[src/rtl/display_pkg.sv]
// Shared colour-path definitions: byte slot encoding, channel indices and the
// slot-to-channel select decode used by both the byte unpacker and the transmit mux.
package display_pkg;

   typedef enum logic [1:0] {
      SLOT0 = 2'd0,
      SLOT1 = 2'd1,
      SLOT2 = 2'd2
   } slot_e;

   // Bit positions of each channel inside a 3-bit one-hot select.
   localparam int CH_R = 0;
   localparam int CH_G = 1;
   localparam int CH_B = 2;

   // order=0: SLOT0=R, SLOT1=G, SLOT2=B; order=1: SLOT0=B, SLOT1=G, SLOT2=R.
   function automatic logic [2:0] slot_to_sel(input slot_e slot, input logic order);
      logic [2:0] sel;
      sel = 3'b000;
      case (slot)
         SLOT1:   sel[CH_G] = 1'b1;
         SLOT2:   sel[order ? CH_R : CH_B] = 1'b1;
         default: sel[order ? CH_B : CH_R] = 1'b1;
      endcase
      return sel;
   endfunction

endpackage

[src/rtl/rgb_byte_unpacker_if.sv]
// Byte-in / pixel-out handshake bundle for the RGB byte unpacker.
// slave is the unpacker side; master is the byte source plus pixel sink.
interface rgb_byte_unpacker_if #(
   parameter int WIDTH = 8
);
   logic [WIDTH-1:0] in_data;
   logic             in_valid;
   logic             in_sof;
   logic             in_ready;
   logic [WIDTH-1:0] pix_r;
   logic [WIDTH-1:0] pix_g;
   logic [WIDTH-1:0] pix_b;
   logic             pix_sof;
   logic             pix_valid;
   logic             pix_ready;
   logic             sel_r;
   logic             sel_g;
   logic             sel_b;
   logic             align_err;
   logic [15:0]      pix_count;

   modport slave (
      input  in_data, in_valid, in_sof, pix_ready,
      output in_ready, pix_r, pix_g, pix_b, pix_sof, pix_valid,
             sel_r, sel_g, sel_b, align_err, pix_count
   );

   modport master (
      output in_data, in_valid, in_sof, pix_ready,
      input  in_ready, pix_r, pix_g, pix_b, pix_sof, pix_valid,
             sel_r, sel_g, sel_b, align_err, pix_count
   );
endinterface

[src/rtl/rgb_byte_unpacker.sv]
// Reassembles three consecutive channel bytes into one parallel RGB pixel,
// with sof-driven realignment and a single registered output stage.
module rgb_byte_unpacker
   import display_pkg::*;
#(
   parameter int WIDTH    = 8,
   parameter bit CH_ORDER = 1'b0
) (
   input  logic                clk,
   input  logic                reset,
   rgb_byte_unpacker_if.slave  bus
);

   localparam logic [2:0] SEL_RST = slot_to_sel(SLOT0, CH_ORDER);

   slot_e            slot_q, slot_d;
   logic [2:0]       sel_q, sel_d;
   logic [WIDTH-1:0] stage0_q, stage0_d;
   logic [WIDTH-1:0] stage1_q, stage1_d;
   logic             stage_sof_q, stage_sof_d;
   logic [WIDTH-1:0] pix_r_q, pix_r_d;
   logic [WIDTH-1:0] pix_g_q, pix_g_d;
   logic [WIDTH-1:0] pix_b_q, pix_b_d;
   logic             pix_sof_q, pix_sof_d;
   logic             pix_valid_q, pix_valid_d;
   logic             align_err_q, align_err_d;
   logic [15:0]      pix_count_q, pix_count_d;

   logic in_ready;
   logic accept;
   logic realign;
   logic out_hs;

   // SLOT2 may only take a byte if the output register is free this cycle.
   assign in_ready = (slot_q != SLOT2) || !pix_valid_q || bus.pix_ready;
   assign accept   = bus.in_valid && in_ready;
   assign realign  = accept && bus.in_sof && (slot_q != SLOT0);
   assign out_hs   = pix_valid_q && bus.pix_ready;

   always_comb begin
      slot_d      = slot_q;
      stage0_d    = stage0_q;
      stage1_d    = stage1_q;
      stage_sof_d = stage_sof_q;
      pix_r_d     = pix_r_q;
      pix_g_d     = pix_g_q;
      pix_b_d     = pix_b_q;
      pix_sof_d   = pix_sof_q;
      pix_valid_d = pix_valid_q;
      pix_count_d = pix_count_q;
      align_err_d = realign;

      if (out_hs) begin
         pix_valid_d = 1'b0;
         pix_count_d = pix_count_q + 16'd1;
      end

      if (accept) begin
         if (slot_q == SLOT0 || realign) begin
            stage0_d    = bus.in_data;
            stage_sof_d = bus.in_sof;
            slot_d      = SLOT1;
         end else if (slot_q == SLOT1) begin
            stage1_d = bus.in_data;
            slot_d   = SLOT2;
         end else begin
            // Third byte: a reload here overrides the handshake clear above.
            pix_r_d     = CH_ORDER ? bus.in_data : stage0_q;
            pix_g_d     = stage1_q;
            pix_b_d     = CH_ORDER ? stage0_q : bus.in_data;
            pix_sof_d   = stage_sof_q;
            pix_valid_d = 1'b1;
            slot_d      = SLOT0;
         end
      end

      sel_d = slot_to_sel(slot_d, CH_ORDER);
   end

   always_ff @(posedge clk or posedge reset) begin
      if (reset) begin
         slot_q      <= SLOT0;
         sel_q       <= SEL_RST;
         stage0_q    <= '0;
         stage1_q    <= '0;
         stage_sof_q <= 1'b0;
         pix_r_q     <= '0;
         pix_g_q     <= '0;
         pix_b_q     <= '0;
         pix_sof_q   <= 1'b0;
         pix_valid_q <= 1'b0;
         align_err_q <= 1'b0;
         pix_count_q <= '0;
      end else begin
         slot_q      <= slot_d;
         sel_q       <= sel_d;
         stage0_q    <= stage0_d;
         stage1_q    <= stage1_d;
         stage_sof_q <= stage_sof_d;
         pix_r_q     <= pix_r_d;
         pix_g_q     <= pix_g_d;
         pix_b_q     <= pix_b_d;
         pix_sof_q   <= pix_sof_d;
         pix_valid_q <= pix_valid_d;
         align_err_q <= align_err_d;
         pix_count_q <= pix_count_d;
      end
   end

   assign bus.in_ready  = in_ready;
   assign bus.pix_r     = pix_r_q;
   assign bus.pix_g     = pix_g_q;
   assign bus.pix_b     = pix_b_q;
   assign bus.pix_sof   = pix_sof_q;
   assign bus.pix_valid = pix_valid_q;
   assign bus.sel_r     = sel_q[CH_R];
   assign bus.sel_g     = sel_q[CH_G];
   assign bus.sel_b     = sel_q[CH_B];
   assign bus.align_err = align_err_q;
   assign bus.pix_count = pix_count_q;

endmodule

[src/flat_wrapper.sv]
// flat-port wrapper written by rule: the top's interface ports become plain ports
module rgb_byte_unpacker_flat import display_pkg::*;
#(
   parameter int WIDTH    = 8,
   parameter bit CH_ORDER = 1'b0
)
  (clk, reset, bus_in_data, bus_in_valid, bus_in_sof, bus_pix_ready, bus_in_ready, bus_pix_r, bus_pix_g, bus_pix_b, bus_pix_sof, bus_pix_valid, bus_sel_r, bus_sel_g, bus_sel_b, bus_align_err, bus_pix_count);
  rgb_byte_unpacker_if #(.WIDTH(WIDTH)) bus_i ();
  input  logic clk;
  input  logic reset;
  input wire logic [$bits(bus_i.in_data)-1:0] bus_in_data;
  input wire logic [$bits(bus_i.in_valid)-1:0] bus_in_valid;
  input wire logic [$bits(bus_i.in_sof)-1:0] bus_in_sof;
  input wire logic [$bits(bus_i.pix_ready)-1:0] bus_pix_ready;
  output wire logic [$bits(bus_i.in_ready)-1:0] bus_in_ready;
  output wire logic [$bits(bus_i.pix_r)-1:0] bus_pix_r;
  output wire logic [$bits(bus_i.pix_g)-1:0] bus_pix_g;
  output wire logic [$bits(bus_i.pix_b)-1:0] bus_pix_b;
  output wire logic [$bits(bus_i.pix_sof)-1:0] bus_pix_sof;
  output wire logic [$bits(bus_i.pix_valid)-1:0] bus_pix_valid;
  output wire logic [$bits(bus_i.sel_r)-1:0] bus_sel_r;
  output wire logic [$bits(bus_i.sel_g)-1:0] bus_sel_g;
  output wire logic [$bits(bus_i.sel_b)-1:0] bus_sel_b;
  output wire logic [$bits(bus_i.align_err)-1:0] bus_align_err;
  output wire logic [$bits(bus_i.pix_count)-1:0] bus_pix_count;
  assign bus_i.in_data = bus_in_data;
  assign bus_i.in_valid = bus_in_valid;
  assign bus_i.in_sof = bus_in_sof;
  assign bus_i.pix_ready = bus_pix_ready;
  assign bus_in_ready = bus_i.in_ready;
  assign bus_pix_r = bus_i.pix_r;
  assign bus_pix_g = bus_i.pix_g;
  assign bus_pix_b = bus_i.pix_b;
  assign bus_pix_sof = bus_i.pix_sof;
  assign bus_pix_valid = bus_i.pix_valid;
  assign bus_sel_r = bus_i.sel_r;
  assign bus_sel_g = bus_i.sel_g;
  assign bus_sel_b = bus_i.sel_b;
  assign bus_align_err = bus_i.align_err;
  assign bus_pix_count = bus_i.pix_count;
  rgb_byte_unpacker #(.WIDTH(WIDTH), .CH_ORDER(CH_ORDER)) u_core (.clk(clk), .reset(reset), .bus(bus_i));
endmodule
[config.mk]
export PLATFORM = sky130hd
export DESIGN_NAME = rgb_byte_unpacker_flat
export DESIGN_NICKNAME = d
export VERILOG_FILES = /design/src/rtl/display_pkg.sv /design/src/rtl/rgb_byte_unpacker_if.sv /design/src/rtl/rgb_byte_unpacker.sv /design/src/flat_wrapper.sv
export SDC_FILE = /design/constraint.sdc
export NUM_CORES = 1
export LEC_CHECK = 0
export CELL_PAD_IN_SITES_DETAIL_PLACEMENT = 0
export CELL_PAD_IN_SITES_GLOBAL_PLACEMENT = 2
export CORE_ASPECT_RATIO = 0.7
export CORE_MARGIN = 2
export CORE_UTILIZATION = 34
export CTS_CLUSTER_SIZE = 30
export DETAILED_ROUTE_END_ITERATION = 10
export PLACE_DENSITY = 0.86
export SLEW_MARGIN = 25
export SYNTH_ARGS = -nofsm -noshare
export SYNTH_HDL_FRONTEND = slang
export SYNTH_SLANG_ARGS = --single-unit
[constraint.sdc]
create_clock -name clk -period 2.8 [get_ports clk]
set_input_delay 0.56 -clock clk [delete_from_list [all_inputs] [get_ports clk]]
set_output_delay 0.56 -clock clk [all_outputs]
set_load 0.03 [all_outputs]
# == Word-level counts from Yosys, hierarchy flattened ==
# Cells that the tools add are included.
# op_classes
n_reduce_logical,14
muxes,10
n_addsub,1
eq_ne,4
n_bitwise,2
# ops
op,count
$add A16 B1 Y16 const B,1
$mux W1,7
$mux W2,3
$reduce_and A3 Y1,2
$eq A2 B1 Y1 const B,2
$logic_and A1 B1 Y1,4
$logic_or A1 B1 Y1,3
$eq A2 B2 Y1 const B,1
$logic_not A2 Y1,1
$ne A2 B2 Y1 const B,1
$not A1 Y1,2
$reduce_and A2 Y1,1
$reduce_bool A2 Y1,1
$reduce_or A2 Y1,1
$logic_not A1 Y1,1
# word_totals
inputBits,13
wordCells,43
register_bits,65
output_inout_bits,47

# == Depth between registers and ports, before layout ==
# Gate-level depths: netlist of run 1.
# depth
depth_word,12
mapped_depth,5
depth_no_buf,5

# == Least setup slack after synthesis of run 1 ==
# Ideal clock, no wire load.
# synth_timing
path_type,register to register
from,"register u_core.pix_valid_q, in the netlist u_core.bus.pix_valid"
to,"register u_core.pix_g_q[0], in the netlist u_core.bus.pix_g[0]"
arrival_time_ns,1.747
period_less_slack_ns,1.872
required_time_ns,2.675
n_path_buf,1
path_stages_with_launch,5
setup_slack_ns,0.928
setup_time_ns,0.125
cell_sequence,dfrtp_1 > nor3b_2 > nor4b_4 > buf_6 > mux2_2
# synth_between
elab_chain_len,9
# synth_lines
item,line,source
from (decl),rgb_byte_unpacker.sv:25,"logic pix_valid_q, pix_valid_d;"
from (signal assigned),rgb_byte_unpacker.sv:104,pix_valid_q <= pix_valid_d;
$logic_not A1 Y1 *,rgb_byte_unpacker.sv:35,assign in_ready = (slot_q != SLOT2) || !pix_valid_q || bus.pix_ready;
$logic_or A1 B1 Y1 * (2 in a row),rgb_byte_unpacker.sv:35,
$logic_and A1 B1 Y1 *,rgb_byte_unpacker.sv:36,assign accept = bus.in_valid && in_ready;
$logic_and A1 B1 Y1 (2 in a row),rgb_byte_unpacker.sv:37,assign realign = accept && bus.in_sof && (slot_q != SLOT0);
$logic_or A1 B1 Y1,rgb_byte_unpacker.sv:59,if (slot_q == SLOT0 || realign) begin
$not A1 Y1 (no source line),--,
$reduce_and A3 Y1 (no source line) *,--,
to (signal assigned),rgb_byte_unpacker.sv:101,pix_g_q <= pix_g_d;
to (decl),rgb_byte_unpacker.sv:22,"logic [WIDTH-1:0] pix_g_q, pix_g_d;"
# Mark *: on every way between the ends. The rest lies on a longest branch, timed or not.
# A chain may end at the register's enable or synchronous reset.

# == Worst setup path after layout of run 1 ==
# layout_timing
from,input port bus_pix_ready
to,output port bus_in_ready
# layout_between
elab_chain_len,1
# layout_lines
item,line,source
from (decl),flat_wrapper.sv:14,input wire logic [$bits(bus_i.pix_ready)-1:0] bus_pix_ready;
$logic_or A1 B1 Y1,rgb_byte_unpacker.sv:35,
to (decl),flat_wrapper.sv:15,output wire logic [$bits(bus_i.in_ready)-1:0] bus_in_ready;
# Every way passes these cells.

==> flow_metrics.env, run 1 <==
export IMPL_multi_input_area_um2=923.4
export IMPL_finalCriticalPeriod_ns=2.634
export IMPL_netlist_area_leader_share_pct=61.69
export IMPL_die_x_um=108.4
export IMPL_rsz0062_at_grt="false"
export IMPL_clk_latency_ns=0.33
export IMPL_setup_worst_path_end_class="primary output"
export IMPL_hold_depth=1
export IMPL_antenna_found_initial=0
export IMPL_synth_yosys_seq_area_share_pct=62.70
export IMPL_min_to="u_core.bus.pix_count[15]$_DFFE_PP0P_"
export IMPL_drt_first_pass_iters=4
export IMPL_cts_tree="done"
export IMPL_insertedDiodeCount=0
export IMPL_status="completed"
export IMPL_drive_gt1_share_pct=26.85
export IMPL_ant_nets=0
export IMPL_synth_fp_nets=196
export IMPL_syn_to_final_growth_pct=36.87
export IMPL_portBuffers=59
export IMPL_drt_initial_drc_count=42
export IMPL_regArea_mm2=0.001628
export IMPL_cts_hold_buf=0
export IMPL_fin_tns_setup_ns=0
export IMPL_die_y_um=77.11
export IMPL_skew_ns=0.009106
export IMPL_hp_class="flip-flop to flip-flop"
export IMPL_placed_area_mm2=0.003337
export IMPL_yosys_warnings=0
export IMPL_grt_max_degree=37
export IMPL_core_area_mm2=0.007352
export IMPL_maxCapViolCount=0
export IMPL_worst_path_max_fanout=6
export IMPL_avgSynthCellArea_um2=14.42
export IMPL_cts_sinks=65
export IMPL_r2r_slack_ns=1.00
export IMPL_post_cts_buffers=0
export IMPL_finalCritPeriodShare_pct=94.07
export IMPL_vias=1613
export IMPL_syn_inst=180
export IMPL_slew_viol_final=0
export IMPL_p_leak_nw=1.525
export IMPL_cts_resized=0
export IMPL_hold_start="u_core.bus.pix_count[15]$_DFFE_PP0P_"
export IMPL_r2r_start="u_core.slot_q[0]$_DFF_PP0_"
export IMPL_post_route_util_pct=48.33
export IMPL_fillers=688
export IMPL_dp_hpwl_um=3329
export IMPL_power_total_mw=3.383
export IMPL_rows=26
export IMPL_start_kind="primary input"
export IMPL_gp_congestion=0.7660
export IMPL_layout_common_cells="64 x dfrtp_1, 59 x clkdlybuf4s50_1, 41 x mux2_2"
export IMPL_root_buffer="clkbuf_8"
export IMPL_track_usage_pct=12.69
export IMPL_yosysTopAreaCell="dfrtp_1"
export IMPL_crit_required_ns=2.24
export IMPL_setup_viol=0
export IMPL_cp_data_arrival_time_ns=2.07
export IMPL_drt_total_wl_um=4767
export IMPL_die_area_mm2=0.008362
export IMPL_synthTopCellsByArea="dfrtp_1 62%, mux2_2 18%, xnor2_1 3.7%"
export IMPL_maxSlewHeadroom_pct=63.80
export IMPL_syn_area_mm2=0.002596
export IMPL_crit_type="primary input to primary output"
export IMPL_worst_pin_slew_ns=0.5424
export IMPL_drc=0
export IMPL_io_pins=60
export IMPL_power_per_cell_area_mw_per_mm2=952.0
export IMPL_grt_pass1_wl_um=8066
export IMPL_cts_path_max_buffers=2
export IMPL_vias_per_cell=4.544
export IMPL_ys_ff_latch=65
export IMPL_h_tree_depth=3
export IMPL_ir_drop_uv=352.3
export IMPL_clk_transition_reported_paths_ns=0.07
export IMPL_final_common_cell="dfrtp_1"
export IMPL_finalInstanceArea_mm2=0.003553
export IMPL_hold_ws_ns=0.4702
export IMPL_grt_ovfl_total=0
export IMPL_yosysUniqueCellTypes=24
export IMPL_wl_per_cell_um=13.43
export IMPL_nets=269
export IMPL_timing_rr_end="u_core.sel_q[0]$_DFF_PP1_"
export IMPL_r2r_cells=5
export IMPL_fmax_mhz=379.7
export IMPL_first_global_vias=1547
export IMPL_start_util_pct=35.31
export IMPL_cts_buffers=9
export IMPL_final_hold_viol_count=0
-- per-stage QoR --
stage                     setup slack (ns)  std cells
after detailed placement            0.1654        340
after floorplan                     0.6152        180
final                               0.1660        355
after CTS                           0.1513        355
after global placement              0.1828        340
after global routing               0.05080        355
-- sequential cells by signal, summed over array words and instances, names as in the netlist, named ones only --
register / flops
u_core.bus.pix_b: 8
u_core.bus.pix_sof: 1
u_core.bus.pix_valid: 1
u_core.stage_sof_q: 1
u_core.bus.pix_count: 16
u_core.slot_q: 1
u_core.bus.align_err: 1
u_core.stage1_q: 8
u_core.stage0_q: 8
u_core.bus.pix_g: 8
u_core.bus.pix_r: 8
u_core.sel_q: 3
-- how the worst max path moves through the flow --
stage | slack (ns) | from | cells past startpoint | endpoint
final | 0.17 | bus_pix_ready | 4 | bus_in_ready
after global routing | 0.05 | bus_pix_ready | 4 | bus_in_ready
after CTS | 0.15 | bus_pix_ready | 4 | bus_in_ready
after detailed placement | 0.17 | bus_pix_ready | 4 | bus_in_ready
after global placement | 0.18 | bus_pix_ready | 4 | bus_in_ready
after floorplan | 0.62 | reset | 1 | async pin
-- cell usage after synthesis --
library cell,count
dfrtp_1,64
mux2_2,41
nand2_1,11
xnor2_1,11
nor2_1,9
inv_1,6
nand3_1,6
a21oi_1,5
xor2_1,4
ha_1,3
nand4_1,3
a21o_1,2
and3_1,2
buf_6,2
nor4b_4,2
a21o_2,1
and4_1,1
dfstp_2,1
mux2_1,1
nor2_2,1
nor3_1,1
nor3b_2,1
or2b_1,1
or3b_2,1
-- power by group --
| group | switching (mW) | leakage (nW) | total, mW | internal (mW) |
|---|---|---|---|---|
| registers | 0.151 | 0.803 | 1.36 | 1.21 |
| logic | 0.607 | 0.621 | 1.17 | 0.558 |
| clock network | 0.361 | 0.102 | 0.861 | 0.500 |
-- cell type report --
cell class	count	share of cell area [%]
Sequential cell	65	45.81
Multi-Input combinational cell	107	25.99
Timing Repair Buffer	64	18.03
Clock buffer	9	3.486
Tap cell	98	3.451
Clock inverter	6	2.606
Inverter	6	0.6338
-- routing by layer --
layer,track usage [%],vias to the layer above,routed length [µm]
li1,-,769,-
met1,18.24,801,2505
met2,17.00,34,1946
met3,5.442,9,249
met4,4.231,0,65
met5,0,-,0
-- critical path, stage by stage --
cell and delay, ns:
clkdlybuf4s50_1 0.49, nor3b_2 0.29, nand2_1 0.12, clkdlybuf4s50_1 0.61
-- cell families (layout without fill, tap and decap cells) --
| kind of cell | after synthesis | after routing | synth area share (%) |
|---|---|---|---|
| adder cells (fa/ha/maj) | 3 | 3 | 1.446 |
| XOR/XNOR | 15 | 15 | 5.060 |
| buffers and inverters | 8 | 85 | 1.735 |
| AND/OR/NAND/NOR | 39 | 39 | 8.964 |
| AO/OA/AOI/OAI | 8 | 8 | 1.879 |
| multiplexers | 42 | 42 | 18.22 |
| flip-flops | 65 | 65 | 62.70 |
No activity file was read; power rests on OpenSTA's default activity.
==> inputs of run 2 (changes only) <==
REMOVE_ABC_BUFFERS = 1   (was not set)
SETUP_SLACK_MARGIN = 0.2   (was not set)
==> run 2 against run 1 <==
Against the previous run: cell area increased by 1.2%; count of clock-buffer cells in the layout is 1 higher; fmax grew 20%; register-to-register slack worse by 0.03 ns; clock skew is 0.0050 ns lower; global-route usage is 0.75 points higher; final cell count is the same; non-clock buffer count is 1 lower.
==> flow_metrics.env, run 2 (synthesis results as in run 1) <==
export IMPL_portBuffers=59
export IMPL_finalCriticalPeriod_ns=2.202
export IMPL_setup_worst_path_end_class="primary output"
export IMPL_clk_latency_ns=0.34
export IMPL_cts_resized=0
export IMPL_placed_area_mm2=0.003342
export IMPL_rows=26
export IMPL_slowest_delay_ns=0.44
export IMPL_ant_nets=0
export IMPL_finalCritPeriodShare_pct=78.64
export IMPL_maxSlewHeadroom_pct=60.71
export IMPL_start_kind="primary input"
export IMPL_vias=1625
export IMPL_grt_ovfl_total=0
export IMPL_hp_class="flip-flop to flip-flop"
export IMPL_path_buf_inv=2
export IMPL_io_pins=60
export IMPL_cts_path_max_buffers=2
export IMPL_path_delay_family="buffers and inverters"
export IMPL_final_hold_viol_count=0
export IMPL_setup_viol=0
export IMPL_drt_initial_drc_count=40
export IMPL_die_y_um=77.11
export IMPL_fillers=696
export IMPL_post_route_util_pct=48.93
export IMPL_syn_to_final_growth_pct=38.55
export IMPL_crit_chain="clkdlybuf4s50_1 -> nor3b_2 -> nand2_1 -> dlymetal6s2s_1"
export IMPL_first_global_vias=1601
export IMPL_grt_max_degree=41
export IMPL_drt_total_wl_um=5021
export IMPL_status="completed"
export IMPL_insertedDiodeCount=0
export IMPL_clk_transition_reported_paths_ns=0.07
export IMPL_cts_tree="done"
export IMPL_maxCapViolCount=0
export IMPL_cts_hold_buf=0
export IMPL_die_x_um=108.4
export IMPL_fmax_mhz=454.2
export IMPL_crit_path_top_delay_cell="clkdlybuf4s50_1"
export IMPL_power_per_cell_area_mw_per_mm2=978.4
export IMPL_drt_first_pass_iters=4
export IMPL_rsz0062_at_grt="false"
export IMPL_start_util_pct=35.31
export IMPL_vias_per_cell=4.577
export IMPL_dp_hpwl_um=3443
export IMPL_h_tree_depth=3
export IMPL_hold_ws_ns=0.4865
export IMPL_nets=268
export IMPL_antenna_found_initial=0
export IMPL_skew_ns=0.004112
export IMPL_cts_sinks=65
export IMPL_drive_gt1_share_pct=26.85
export IMPL_largest_reg_flops=16
export IMPL_track_usage_pct=13.44
export IMPL_final_common_cell="dfrtp_1"
export IMPL_drc=0
export IMPL_crit_type="primary input to primary output"
export IMPL_cp_data_arrival_time_ns=1.64
export IMPL_p_leak_nw=1.545
export IMPL_core_area_mm2=0.007352
export IMPL_post_cts_buffers=0
export IMPL_cts_buffers=9
export IMPL_root_buffer="clkbuf_8"
export IMPL_die_area_mm2=0.008362
export IMPL_slew_viol_final=0
export IMPL_ir_drop_uv=549.7
export IMPL_finalInstanceArea_mm2=0.003597
export IMPL_layout_common_cells="64 x dfrtp_1, 58 x clkdlybuf4s50_1, 41 x mux2_2"
export IMPL_gp_congestion=0.7759
export IMPL_wl_per_cell_um=14.14
export IMPL_crit_required_ns=2.24
export IMPL_worst_path_max_fanout=2
export IMPL_worst_pin_slew_ns=0.5885
export IMPL_fin_tns_setup_ns=0
export IMPL_grt_pass1_wl_um=8438
==> run 2: report_power, final <==
part           leakage (nW)  total, mW  internal (mW)  switching [mW]
logic                 0.619       1.17          0.559           0.613
registers             0.803       1.35           1.21           0.148
clock network         0.123      0.994          0.619           0.375
total                  1.54       3.52           2.38            1.14
==> run 2: cell type report <==
type                            count  area [µm²]  share of cell area, %
Clock buffer                       10       137.6                  3.826
Clock inverter                      6       115.1                  3.200
Inverter                            6       22.52                 0.6261
Multi-Input combinational cell    107       923.4                  25.67
Sequential cell                    65        1628                  45.25
Tap cell                           98       122.6                  3.409
Timing Repair Buffer               63       648.1                  18.02
==> run 2: metrics by stage <==
step | std cells | power [mW] | setup slack (ns)
floorplan | 178 | 2.040 | 0.5482
global placement | 339 | 2.541 | 0.2692
detailed placement | 339 | 2.561 | 0.2417
CTS | 355 | 3.568 | 0.2323
global route | 355 | 3.695 | 0.5093
finish | 355 | 3.519 | 0.5982
==> run 2: path summary, 6_finish.rpt <==
kind | depth (start not counted) | slack [ns] | to | from
hold reg to reg | 1 | 0.49 | u_core.bus.pix_g[3]$_DFFE_PP0P_ | u_core.bus.pix_g[3]$_DFFE_PP0P_
setup / recovery | 4 | 0.60 | bus_in_ready | bus_pix_ready
hold / removal | 1 | 0.49 | u_core.bus.pix_g[3]$_DFFE_PP0P_ | u_core.bus.pix_g[3]$_DFFE_PP0P_
setup reg to reg | 5 | 0.97 | u_core.sel_q[1]$_DFF_PP0_ | u_core.slot_q[0]$_DFF_PP0_
min in group asynchronous | 2 | 0.61 | u_core.sel_q[2]$_DFF_PP0_ | reset
max in group asynchronous | 3 | 1.58 | u_core.bus.pix_g[0]$_DFFE_PP0P_ | reset
==> run 2: layer usage <==
layer	GRT usage (%)	part of all wire, %	vias to the layer above
li1	-	-	765
met2	17.75	43	42
met4	5.769	1.5	0
met5	0	0	-
met1	19.38	50	812
met3	5.102	5.5	6
==> inputs of run 3 (changes only) <==
clock period = 2.1 ns   (was 2.8 ns; I/O delays follow)
==> run 3 against run 2 <==
Against the previous run: combinational power grew 35%; die area is the same; register-to-register slack lost 0.67 ns; global-route usage grew 0.054 points; first-iteration DRC count shrank 10%; final cell count grew 3.7%; clock power grew 8%; via count grew 2.4%; utilization grew 1.2 points; hold slack lost 0.086 ns.
==> flow_metrics.env, run 3 (synthesis results as in run 1) <==
export IMPL_status="completed"
export IMPL_worst_path_max_fanout=10
export IMPL_vias_per_cell=4.522
export IMPL_grt_pass1_wl_um=8583
export IMPL_cts_path_max_buffers=2
export IMPL_first_global_vias=1697
export IMPL_rsz0062_at_grt="true"
export IMPL_maxSlewHeadroom_pct=72.10
export IMPL_fmax_mhz=537.8
export IMPL_dp_hpwl_um=3546
export IMPL_wl_met2_um=2236
export IMPL_insertedDiodeCount=0
export IMPL_final_cells=368
export IMPL_antenna_found_initial=0
export IMPL_maxCapViolCount=0
export IMPL_gp_congestion=0.7646
export IMPL_p_leak_nw=1.663
export IMPL_clk_transition_reported_paths_ns=0.07
export IMPL_slew_viol_final=0
export IMPL_cts_buffers=9
export IMPL_cts_tree="done"
export IMPL_power_per_cell_area_mw_per_mm2=1212
export IMPL_final_hold_viol_count=0
export IMPL_h_tree_depth=3
export IMPL_core_area_mm2=0.007352
export IMPL_nets=281
export IMPL_regArea_mm2=0.001628
export IMPL_layout_common_cells="64 x dfrtp_1, 49 x clkdlybuf4s50_1, 41 x mux2_2"
export IMPL_track_usage_pct=13.49
export IMPL_multi_input_area_um2=939.7
export IMPL_drc=0
export IMPL_start_util_pct=35.31
export IMPL_grt_ovfl_total=0
export IMPL_cts_hold_buf=0
export IMPL_drt_total_wl_um=5275
export IMPL_r2r_start="u_core.bus.pix_valid$_DFF_PP0_"
export IMPL_portBuffers=59
export IMPL_wl_per_cell_um=14.33
export IMPL_worst_pin_slew_ns=0.4179
export IMPL_root_buffer="clkbuf_8"
export IMPL_place_inst=349
export IMPL_die_area_mm2=0.008362
export IMPL_highest_layer="met4"
export IMPL_fillers=681
export IMPL_ant_nets=0
export IMPL_crit_required_ns=2.32
export IMPL_cts_sinks=65
export IMPL_crit_type="primary input to flip-flop"
export IMPL_rows=26
export IMPL_skew_ns=0.007759
export IMPL_drive_gt1_share_pct=31.11
export IMPL_wl_met3_um=293
export IMPL_finalCritPeriodShare_pct=88.54
export IMPL_hp_class="primary input to async pin"
export IMPL_largest_reg_flops=16
export IMPL_setup_worst_path_end_class="flip-flop"
export IMPL_placed_area_mm2=0.003430
export IMPL_clk_latency_ns=0.33
export IMPL_r2r_cells=6
export IMPL_ir_drop_uv=513.0
export IMPL_grt_max_degree=33
export IMPL_setup_viol=0
export IMPL_vias=1664
export IMPL_syn_to_final_growth_pct=41.93
export IMPL_finalCriticalPeriod_ns=1.859
export IMPL_die_y_um=77.11
export IMPL_drt_first_pass_iters=4
export IMPL_io_pins=60
export IMPL_cp_data_arrival_time_ns=2.08
export IMPL_start_kind="primary input"
export IMPL_m1WireLength_um=2667
export IMPL_final_common_cell="dfrtp_1"
export IMPL_die_x_um=108.4
export IMPL_finalInstanceArea_mm2=0.003685
export IMPL_drt_initial_drc_count=36
export IMPL_worstSetupStartpoint="bus_pix_ready"
run 3: worst paths after layout:
check,end,slack [ns]
worst max-delay path,u_core.sel_q[1]$_DFF_PP0_,0.24
worst min-delay path,u_core.bus.pix_r[3]$_DFFE_PP0P_,0.40
worst max register to register,u_core.bus.pix_b[2]$_DFFE_PP0P_,0.30
worst min register to register,u_core.bus.pix_count[15]$_DFFE_PP0P_,0.48
max in group asynchronous,u_core.bus.pix_count[4]$_DFFE_PP0P_,1.10
min in group clk,u_core.bus.pix_count[15]$_DFFE_PP0P_,0.48
run 3: power breakdown:
part / switching, mW / leakage (nW) / internal [mW]
clock: 0.492 / 0.0949 / 0.582
sequential: 0.206 / 0.803 / 1.61
combinational: 0.826 / 0.766 / 0.753
total: 1.52 / 1.66 / 2.94
run 3: stage by stage:
step | utilization (%) | setup WS [ns] | hold slack [ns] | TNS, ns | power (mW)
2_1_floorplan | - | -0.1518 | 0.4602 | -3.759 | 2.720
3_3_place_gp | 46.65 | -0.09089 | 0.4657 | -2.043 | 3.404
3_5_place_dp | 46.65 | -0.1442 | 0.4652 | -3.326 | 3.435
4_1_cts | 49.34 | 0.1682 | 0.3925 | 0 | 4.522
5_1_grt | 50.12 | 0.1947 | 0.4142 | 0 | 4.698
6_report | 50.12 | 0.2407 | 0.4003 | 0 | 4.465
run 3: timing repair:
item / in CTS / in global routing
pin swaps: 0 / 1
gates resized for setup: 9 / 8
setup endpoints to repair: 7 / 19
buffers inserted: 0 / 2
cloned: 0 / 1
run 3: metal layers:
layer | up-vias | global-route usage (%)
met5 | - | 0
met4 | 0 | 5.769
met3 | 7 | 4.507
met2 | 44 | 18.88
met1 | 823 | 18.95
li1 | 790 | -
run 3: critical path: stages:
cell and delay [ns]:
clkdlybuf4s50_1 0.46, or3b_2 0.52, a21oi_4 0.20, nor2_4 0.10
a21o_2 0.22, ha_1 0.17
run 3: cell type report:
type | instances | area share (%)
sequential | 65 | 44.18
multi-input combinational | 107 | 25.50
timing repair buffer | 76 | 20.85
clock buffer | 10 | 3.735
tap | 98 | 3.328
clock inverter | 6 | 1.800
inverter | 6 | 0.6112
